$ cat src/rtl/uart_pkg.sv
// Shared constants and types for the UART command parser.
//   SOF / CMD_WR / CMD_RD : frame start marker and the two recognised opcodes
//   FRAME_LEN             : bytes per frame (SOF, CMD, ADDR, DATA, CHK)
//   state_t               : parser FSM encoding
//   frame_t               : captured frame body awaiting its checksum
//   gap_limit/tmr_width   : inter-byte timeout sizing helpers
package uart_pkg;

    localparam logic [7:0]  SOF           = 8'hA5;
    localparam logic [7:0]  CMD_WR        = 8'h01;
    localparam logic [7:0]  CMD_RD        = 8'h02;
    localparam int unsigned FRAME_LEN     = 5;
    localparam int unsigned BITS_PER_BYTE = 10;
    localparam int unsigned MIN_TMR_W     = 24;

    typedef enum logic [2:0] {
        IDLE   = 3'd0,
        S_CMD  = 3'd1,
        S_ADDR = 3'd2,
        S_DATA = 3'd3,
        S_CHK  = 3'd4
    } state_t;

    typedef struct packed {
        logic [7:0] cmd;
        logic [7:0] addr;
        logic [7:0] data;
    } frame_t;

    // Gap limit in clocks; never zero so the timer always has a reachable target.
    function automatic int unsigned gap_limit(input int unsigned clk_per,
                                              input int unsigned baud,
                                              input int unsigned gap_bytes);
        int unsigned lim;
        lim = gap_bytes * BITS_PER_BYTE * (clk_per / baud);
        return (lim == 0) ? 1 : lim;
    endfunction

    // Counter width able to hold the limit, with a floor of MIN_TMR_W bits.
    function automatic int unsigned tmr_width(input int unsigned limit);
        int unsigned w;
        w = $clog2(64'(limit) + 64'd1);
        return (w < MIN_TMR_W) ? MIN_TMR_W : w;
    endfunction

endpackage

$ cat src/rtl/uart_gap_timer.sv
// Inter-byte gap timer.
//   clk_i, rst_n : clock, async active-low reset
//   run          : count while high (parser is mid-frame)
//   clr          : synchronous clear (byte received)
//   expired      : registered one-cycle pulse on the clock the count reaches LIMIT
module uart_gap_timer #(
    parameter int unsigned LIMIT = 1,
    parameter int unsigned CNT_W = 24
) (
    input  logic clk_i,
    input  logic rst_n,
    input  logic run,
    input  logic clr,
    output logic expired
);

    logic [CNT_W-1:0] cnt_q;

    // Count saturates at LIMIT so expired can only pulse once per silence.
    always_ff @(posedge clk_i or negedge rst_n) begin
        if (!rst_n) begin
            cnt_q   <= '0;
            expired <= 1'b0;
        end else if (clr || !run) begin
            cnt_q   <= '0;
            expired <= 1'b0;
        end else begin
            if (cnt_q != CNT_W'(LIMIT)) begin
                cnt_q <= cnt_q + CNT_W'(1);
            end
            expired <= (cnt_q == CNT_W'(LIMIT - 1));
        end
    end

endmodule

$ cat src/rtl/uart_cmd_parser.sv
// UART command frame parser: SOF(A5) CMD ADDR DATA CHK, CHK = CMD^ADDR^DATA.
//   clk_i, rst_n           : clock, async active-low reset
//   rd_data, rd_data_valid : received byte and its one-cycle qualifier
//   cmd_wr, cmd_rd         : one-cycle command strobes (cycle after CHK byte)
//   cmd_addr, cmd_wdata    : command fields, held until the next command
//   err_chk/err_cmd/err_tmo: one-cycle error strobes
//   err_cnt                : saturating error count
module uart_cmd_parser
    import uart_pkg::*;
#(
    parameter int unsigned CLK_PER   = 50_000_000,
    parameter int unsigned BAND_RATE = 9600,
    parameter int unsigned GAP_BYTES = 4
) (
    input  logic       clk_i,
    input  logic       rst_n,
    input  logic [7:0] rd_data,
    input  logic       rd_data_valid,
    output logic       cmd_wr,
    output logic       cmd_rd,
    output logic [7:0] cmd_addr,
    output logic [7:0] cmd_wdata,
    output logic       err_chk,
    output logic       err_cmd,
    output logic       err_tmo,
    output logic [7:0] err_cnt
);

    localparam int unsigned GAP_LIMIT = gap_limit(CLK_PER, BAND_RATE, GAP_BYTES);
    localparam int unsigned TMR_W     = tmr_width(GAP_LIMIT);

    state_t     state_q, state_d;
    frame_t     frame_q, frame_d;
    logic [7:0] addr_d, wdata_d, err_cnt_d;
    logic       wr_d, rd_d, chk_err_d, cmd_err_d, tmo_err_d;
    logic       tmr_expired;

    uart_gap_timer #(
        .LIMIT (GAP_LIMIT),
        .CNT_W (TMR_W)
    ) u_gap_timer (
        .clk_i   (clk_i),
        .rst_n   (rst_n),
        .run     (state_q != IDLE),
        .clr     (rd_data_valid),
        .expired (tmr_expired)
    );

    // State, captures and all outputs are registered here.
    always_ff @(posedge clk_i or negedge rst_n) begin
        if (!rst_n) begin
            state_q   <= IDLE;
            frame_q   <= '0;
            cmd_wr    <= 1'b0;
            cmd_rd    <= 1'b0;
            cmd_addr  <= 8'h00;
            cmd_wdata <= 8'h00;
            err_chk   <= 1'b0;
            err_cmd   <= 1'b0;
            err_tmo   <= 1'b0;
            err_cnt   <= 8'h00;
        end else begin
            state_q   <= state_d;
            frame_q   <= frame_d;
            cmd_wr    <= wr_d;
            cmd_rd    <= rd_d;
            cmd_addr  <= addr_d;
            cmd_wdata <= wdata_d;
            err_chk   <= chk_err_d;
            err_cmd   <= cmd_err_d;
            err_tmo   <= tmo_err_d;
            err_cnt   <= err_cnt_d;
        end
    end

    // Next state and next outputs. A byte always beats a coincident timeout.
    always_comb begin
        state_d   = state_q;
        frame_d   = frame_q;
        addr_d    = cmd_addr;
        wdata_d   = cmd_wdata;
        wr_d      = 1'b0;
        rd_d      = 1'b0;
        chk_err_d = 1'b0;
        cmd_err_d = 1'b0;
        tmo_err_d = 1'b0;

        if (rd_data_valid) begin
            case (state_q)
                IDLE: begin
                    if (rd_data == SOF) begin
                        state_d = S_CMD;
                    end
                end
                S_CMD: begin
                    frame_d.cmd = rd_data;
                    state_d     = S_ADDR;
                end
                S_ADDR: begin
                    frame_d.addr = rd_data;
                    state_d      = S_DATA;
                end
                S_DATA: begin
                    frame_d.data = rd_data;
                    state_d      = S_CHK;
                end
                S_CHK: begin
                    state_d = IDLE;
                    // Checksum is judged before the opcode.
                    if (rd_data != (frame_q.cmd ^ frame_q.addr ^ frame_q.data)) begin
                        chk_err_d = 1'b1;
                    end else if (frame_q.cmd == CMD_WR) begin
                        wr_d    = 1'b1;
                        addr_d  = frame_q.addr;
                        wdata_d = frame_q.data;
                    end else if (frame_q.cmd == CMD_RD) begin
                        rd_d   = 1'b1;
                        addr_d = frame_q.addr;
                    end else begin
                        cmd_err_d = 1'b1;
                    end
                end
                default: state_d = IDLE;
            endcase
        end else if ((state_q != IDLE) && tmr_expired) begin
            state_d   = IDLE;
            tmo_err_d = 1'b1;
        end

        if ((chk_err_d || cmd_err_d || tmo_err_d) && (err_cnt != 8'hFF)) begin
            err_cnt_d = err_cnt + 8'd1;
        end else begin
            err_cnt_d = err_cnt;
        end
    end

endmodule

$ cat config.mk
export PLATFORM = sky130hd
export DESIGN_NAME = uart_cmd_parser
export DESIGN_NICKNAME = d
export VERILOG_FILES = /design/src/rtl/uart_pkg.sv /design/src/rtl/uart_gap_timer.sv /design/src/rtl/uart_cmd_parser.sv
export SDC_FILE = /design/constraint.sdc
export NUM_CORES = 1
export LEC_CHECK = 0
export BUFFER_PORTS_ARGS = -buffer_cell sky130_fd_sc_hd__buf_2
export CORE_AREA = 2 2 91 93
export DETAILED_ROUTE_END_ITERATION = 7
export DIE_AREA = 0 0 93 95
export GPL_ROUTABILITY_DRIVEN = 1
export PLACE_DENSITY = 0.68
export SETUP_SLACK_MARGIN = 0.3
export SLEW_MARGIN = 40
export SYNTH_ARGS = -nofsm -noshare
export SYNTH_HDL_FRONTEND = slang
export SYNTH_HIERARCHICAL = 1
export SYNTH_SLANG_ARGS = --single-unit
export TNS_END_PERCENT = 100
$ cat constraint.sdc
create_clock -name clk_i -period 5.5 [get_ports clk_i]
set_input_delay 0.825 -clock clk_i [delete_from_list [all_inputs] [get_ports clk_i]]
set_output_delay 0.825 -clock clk_i [all_outputs]
set_load 0.005 [all_outputs]
-- Word level (Yosys, flattened, before mapping)
Cells that the tools add are included.
- flip-flop bits (word level): 81
- input port bits: 11
- output and inout port bits: 29
- word-level logic and storage cells: 76
- add/sub/neg operators: 2
- equal/unequal tests: 12
- mux-type cells: 28
- bitwise operators: 3
- reductions and logical operators: 17
- operators by type and width (operator ; count):
    two-way mux 24 bit ; 2
    adder 24 x 1 -> 24 bit, second input constant ; 1
    == test 24 x 18 -> 1 bit, second input constant ; 1
    inequality test 24 x 18 -> 1 bit, second input constant ; 1
    two-way mux 1 bit ; 20
    two-way mux 8 bit ; 2
    XOR 8 bit ; 2
    case mux 3 bit (4 select lines) ; 1
    two-way mux 3 bit ; 3
    adder 8 x 1 -> 8 bit, second input constant ; 1
    == test 8 x 1 -> 1 bit, second input constant ; 1
    == test 8 x 2 -> 1 bit, second input constant ; 1
    == test 8 bit, second input constant ; 1
    inequality test 8 bit ; 1
    inequality test 8 bit, second input constant ; 1
    AND reduction 2 bit ; 4
    AND reduction 4 bit ; 2
    == test 3 x 2 -> 1 bit, second input constant ; 2
    nonzero test 2 bit ; 3
    == test 3 x 1 -> 1 bit, second input constant ; 1
    == test 3 bit, second input constant ; 1
    zero test 3 bit ; 1
    logical OR 1 bit ; 3
    inequality test 3 bit, second input constant ; 1
    4 further kinds ; 5

-- Longest topological paths before layout
- depth in word-level cells: 9
- mapped depth: 6
- depth with buffers taken out: 6

-- By module
The synthesis kept the hierarchy.
- by module, submodules not included (module ; times used ; cells an instance ; area an instance (µm²) ; sequential area each (µm²)):
    uart_cmd_parser ; 1 ; 179 ; 2487.4 ; 1401.3
    uart_gap_timer ; 1 ; 142 ; 1363.8 ; 625.6

-- Worst setup path before layout
No wires, ideal clock.
- path type: in2reg
- start: input port rd_data[7]
- end: register cmd_wdata[0]
- setup time: 0.125 ns
- arrival time: 2.565 ns
- required time: 5.375 ns
- setup slack: 2.810 ns
- cell stages on the path: 6
- path buffers: 0
- cells stage by stage: xor2_1 > xnor2_1 > nor4_1 > nand2_1 > nor4_4 > mux2_2
- longest elaborated chain between the ends: 3
- ends and longest elaborated chain (what ; RTL line ; RTL):
    start: declaration ; uart_cmd_parser.sv:17 ; input logic [7:0] rd_data,
    inequality test 8 bit ; uart_cmd_parser.sv:110 ; if (rd_data != (frame_q.cmd ^ frame_q.addr ^ frame_q.data)) begin
    inverter 1 bit (no source line) ; -- ;
    AND reduction 4 bit (no source line) ; -- ;
    end signal: assignment ; uart_cmd_parser.sv:68 ; cmd_wdata <= wdata_d;
    end: declaration ; uart_cmd_parser.sv:22 ; output logic [7:0] cmd_wdata,
No other way between the ends.
A chain may end at the register's enable or synchronous reset.

-- Worst setup path in the final report
- start: input port rd_data[7]
- end: register cmd_wdata[4]
The elaborated chain is that of the path after synthesis.

==> metrics.cfg <==
[run_status]
status=completed

[global_routing]
grt_pass1_wl_mm=12.15
grt_overflow=0
antenna_found_initial=0
grt_usage_pct=17.55
grt_max_degree=82
grt_pass1_vias=2479

[pwr]
p_leak_nw=1.970
vdd_drop_max_uv=131.7
powerDensity_mw_per_mm2=388.3

[timing]
setup_violations=0
relSlewSlack_pct=51.49
grt_setup_unrepaired=false
period_share_pct=51.02
final_max_slew_viol_count=0
hold_viol_final=0
tns_ps=0
skew_ps=12.04
worst_pin_slew_ps=724.5
finalCriticalPeriod_ps=2806
fmax_mhz=356.4

[worst_hold_path]
hp-class=primary input to async pin

[final_layout]
utilization_pct=54.67
drive_above_1_share_pct=29.51
multiInputGateArea_mm2=0.001772
final_nets=375
nFillCells=711
diodes=0
area_delta_synth_final_pct=12.54
final-seq-area_mm2=0.002027

[clocking]
ctsHoldBuffers=0
cts_tree=yes
htreeDepth=3
clkSlewWorstSetupHoldPaths_ps=90
cts_buffers=9
cts_setup_buffers=0
cts_sinks=81
insertion_delay_ps=350
cts_buffer_depth=2
cts_resized=0
cts_root_buffer=clkbuf_8

[setup_path]
crit_fanout=9
critPathLaunchType=primary input
crit_type=primary input to flip-flop
cp-end-kind=flip-flop
worstPathArrival_ps=3040
worst_r2r_path_depth=6
required_ps=5730

[synthesis]
synth_cell_types=45
synth-main-ff-cell=dfrtp_1
synth_top_area_share_pct=52.63
synth_area_mm2=0.003851
ys_async_sr_fraction_pct=100.0
yosysTopAreaCell=dfrtp_1
ys_ff_latch=81
syn_nets=335
netlist_top_cells_area=dfrtp_1 (53%), mux2_2 (12%), xnor2_1 (5.0%), xor2_1 (4.1%), or4_1 (1.9%)
synth.avg_cell_area_um2=12.00
synthCells=321
synth_edf_count=0
synth_seq_area_share_pct=52.63
ys_warn_count=6

[detailed_routing]
routedWlPerCell_um=15.51
drc=0
ant_nets=0
num_vias=2610
viasPerCell=5.541
firstDrtPassIters=4
drt_iter0_drc=117
wl_mm=7.304

[run]
drv_cap=0

[placement]
finalWeightedCongestion=0.7557
portBuffers=39
hpwl_mm=4.896

[floorplanning]
die_h_um=95
die_area_mm2=0.008835
rows=33
ios=40
die_w_um=93
core_area_mm2=0.007928
floorplan.initialDensity_pct=48.58

worst max-delay path: stages:
cell     delay, ps
buf_2          120
xor2_1         150
xnor2_1        130
nor4_1         460
nand2_1        250
nor4_4         700
mux2_2         410
power by group:
part	total [mW]	internal [mW]	switching, mW	leakage [nW]
clock network	0.412	0.181	0.231	0.0895
registers	0.826	0.707	0.118	1.08
logic	0.445	0.245	0.201	0.798
total	1.68	1.13	0.550	1.97
final timing paths:
kind	start	to	slack (ps)
max in group asynchronous	rst_n	u_gap_timer/cnt_q[19]$_DFFE_PN0P_	4500
min reg2reg	err_cnt[5]$_DFFE_PN0P_	err_cnt[5]$_DFFE_PN0P_	490
max reg2reg	frame_q[17]$_DFFE_PN0P_	cmd_wdata[4]$_DFFE_PN0P_	2830
max	rd_data[7]	cmd_wdata[4]$_DFFE_PN0P_	2690
min in group clk_i	err_cnt[5]$_DFFE_PN0P_	err_cnt[5]$_DFFE_PN0P_	490
min	rst_n	cmd_wdata[2]$_DFFE_PN0P_	490
state kept, by name (all words and copies together), names as in the netlist, 3 cells and up:
register	cells
cmd_addr	8
cmd_wdata	8
err_cnt	8
frame_q	24
state_q	3
u_gap_timer/cnt_q	24
routing by layer:
metal  up-vias  GRT usage, %  wire, µm
met4         0         6.985        92
met1      1295         24.02      3408
met3         8         2.634       235
met2        54         28.26      3568
met5         -             0         0
li1       1253             -         -
layout make-up:
| type | instances | share of cell area, % |
|---|---|---|
| clock buffer | 10 | 3.176 |
| clock inverter | 6 | 1.155 |
| inverter | 4 | 0.3464 |
| multi-input combinational | 226 | 40.88 |
| sequential | 81 | 46.77 |
| tap | 105 | 3.031 |
| timing repair buffer | 39 | 4.648 |
through the flow:
step                total power, mW  setup WS [ps]  area [µm²]  hold slack, ps  cells
detailed placement            1.284           2304        4146           481.0    455
global placement              1.274           2344        4131           481.5    455
global route                  1.780           2516        4334           520.0    471
CTS                           1.698           2664        4334           494.0    471
floorplan                     1.173           2810        3851           481.5    321
finish                        1.683           2694        4334           486.7    471
cells in the final DEF, fill, tap and decap left out, types with 5 or more instances in the layout:
cell type,synthesis,layout
dfrtp_1,81,81
mux2_2,42,42
buf_2,2,38
xnor2_1,22,22
xor2_1,18,18
nand2_1,15,15
nor2_1,14,14
a21oi_1,13,13
clkbuf_8,0,10
or4_1,10,10
nand3_1,9,9
o31ai_1,8,8
nor4_1,7,7
nand4_1,7,7
and3_1,6,6
o211ai_1,5,5
o21ai_0,5,5
cell families (layout without fill, tap and decap cells):
logic type / after synthesis / after routing / share of synthesized area, %
DFF: 81 / 81 / 52.63
xor gates and xnor gates: 40 / 40 / 9.097
AOI/OAI and AO/OA: 40 / 40 / 6.856
buffers and inverters: 14 / 59 / 1.657
and+or+nand+nor: 101 / 101 / 16.50
adders and majority gates: 3 / 3 / 0.9748
muxes: 42 / 42 / 12.28
cells in the mapped netlist (all sizes together), types with 4 or more instances:
cell type and n:
a21oi 14, and2 4, and3 6, and4 4
clkbuf 7, dfrtp 81, inv 4, mux2 42
nand2 17, nand2b 5, nand3 9, nand4 8
nor2 14, nor4 8, o211ai 5, o21ai 5
o31ai 8, or4 10, xnor2 22, xor2 18
No activity file was read; power rests on OpenSTA's default activity.
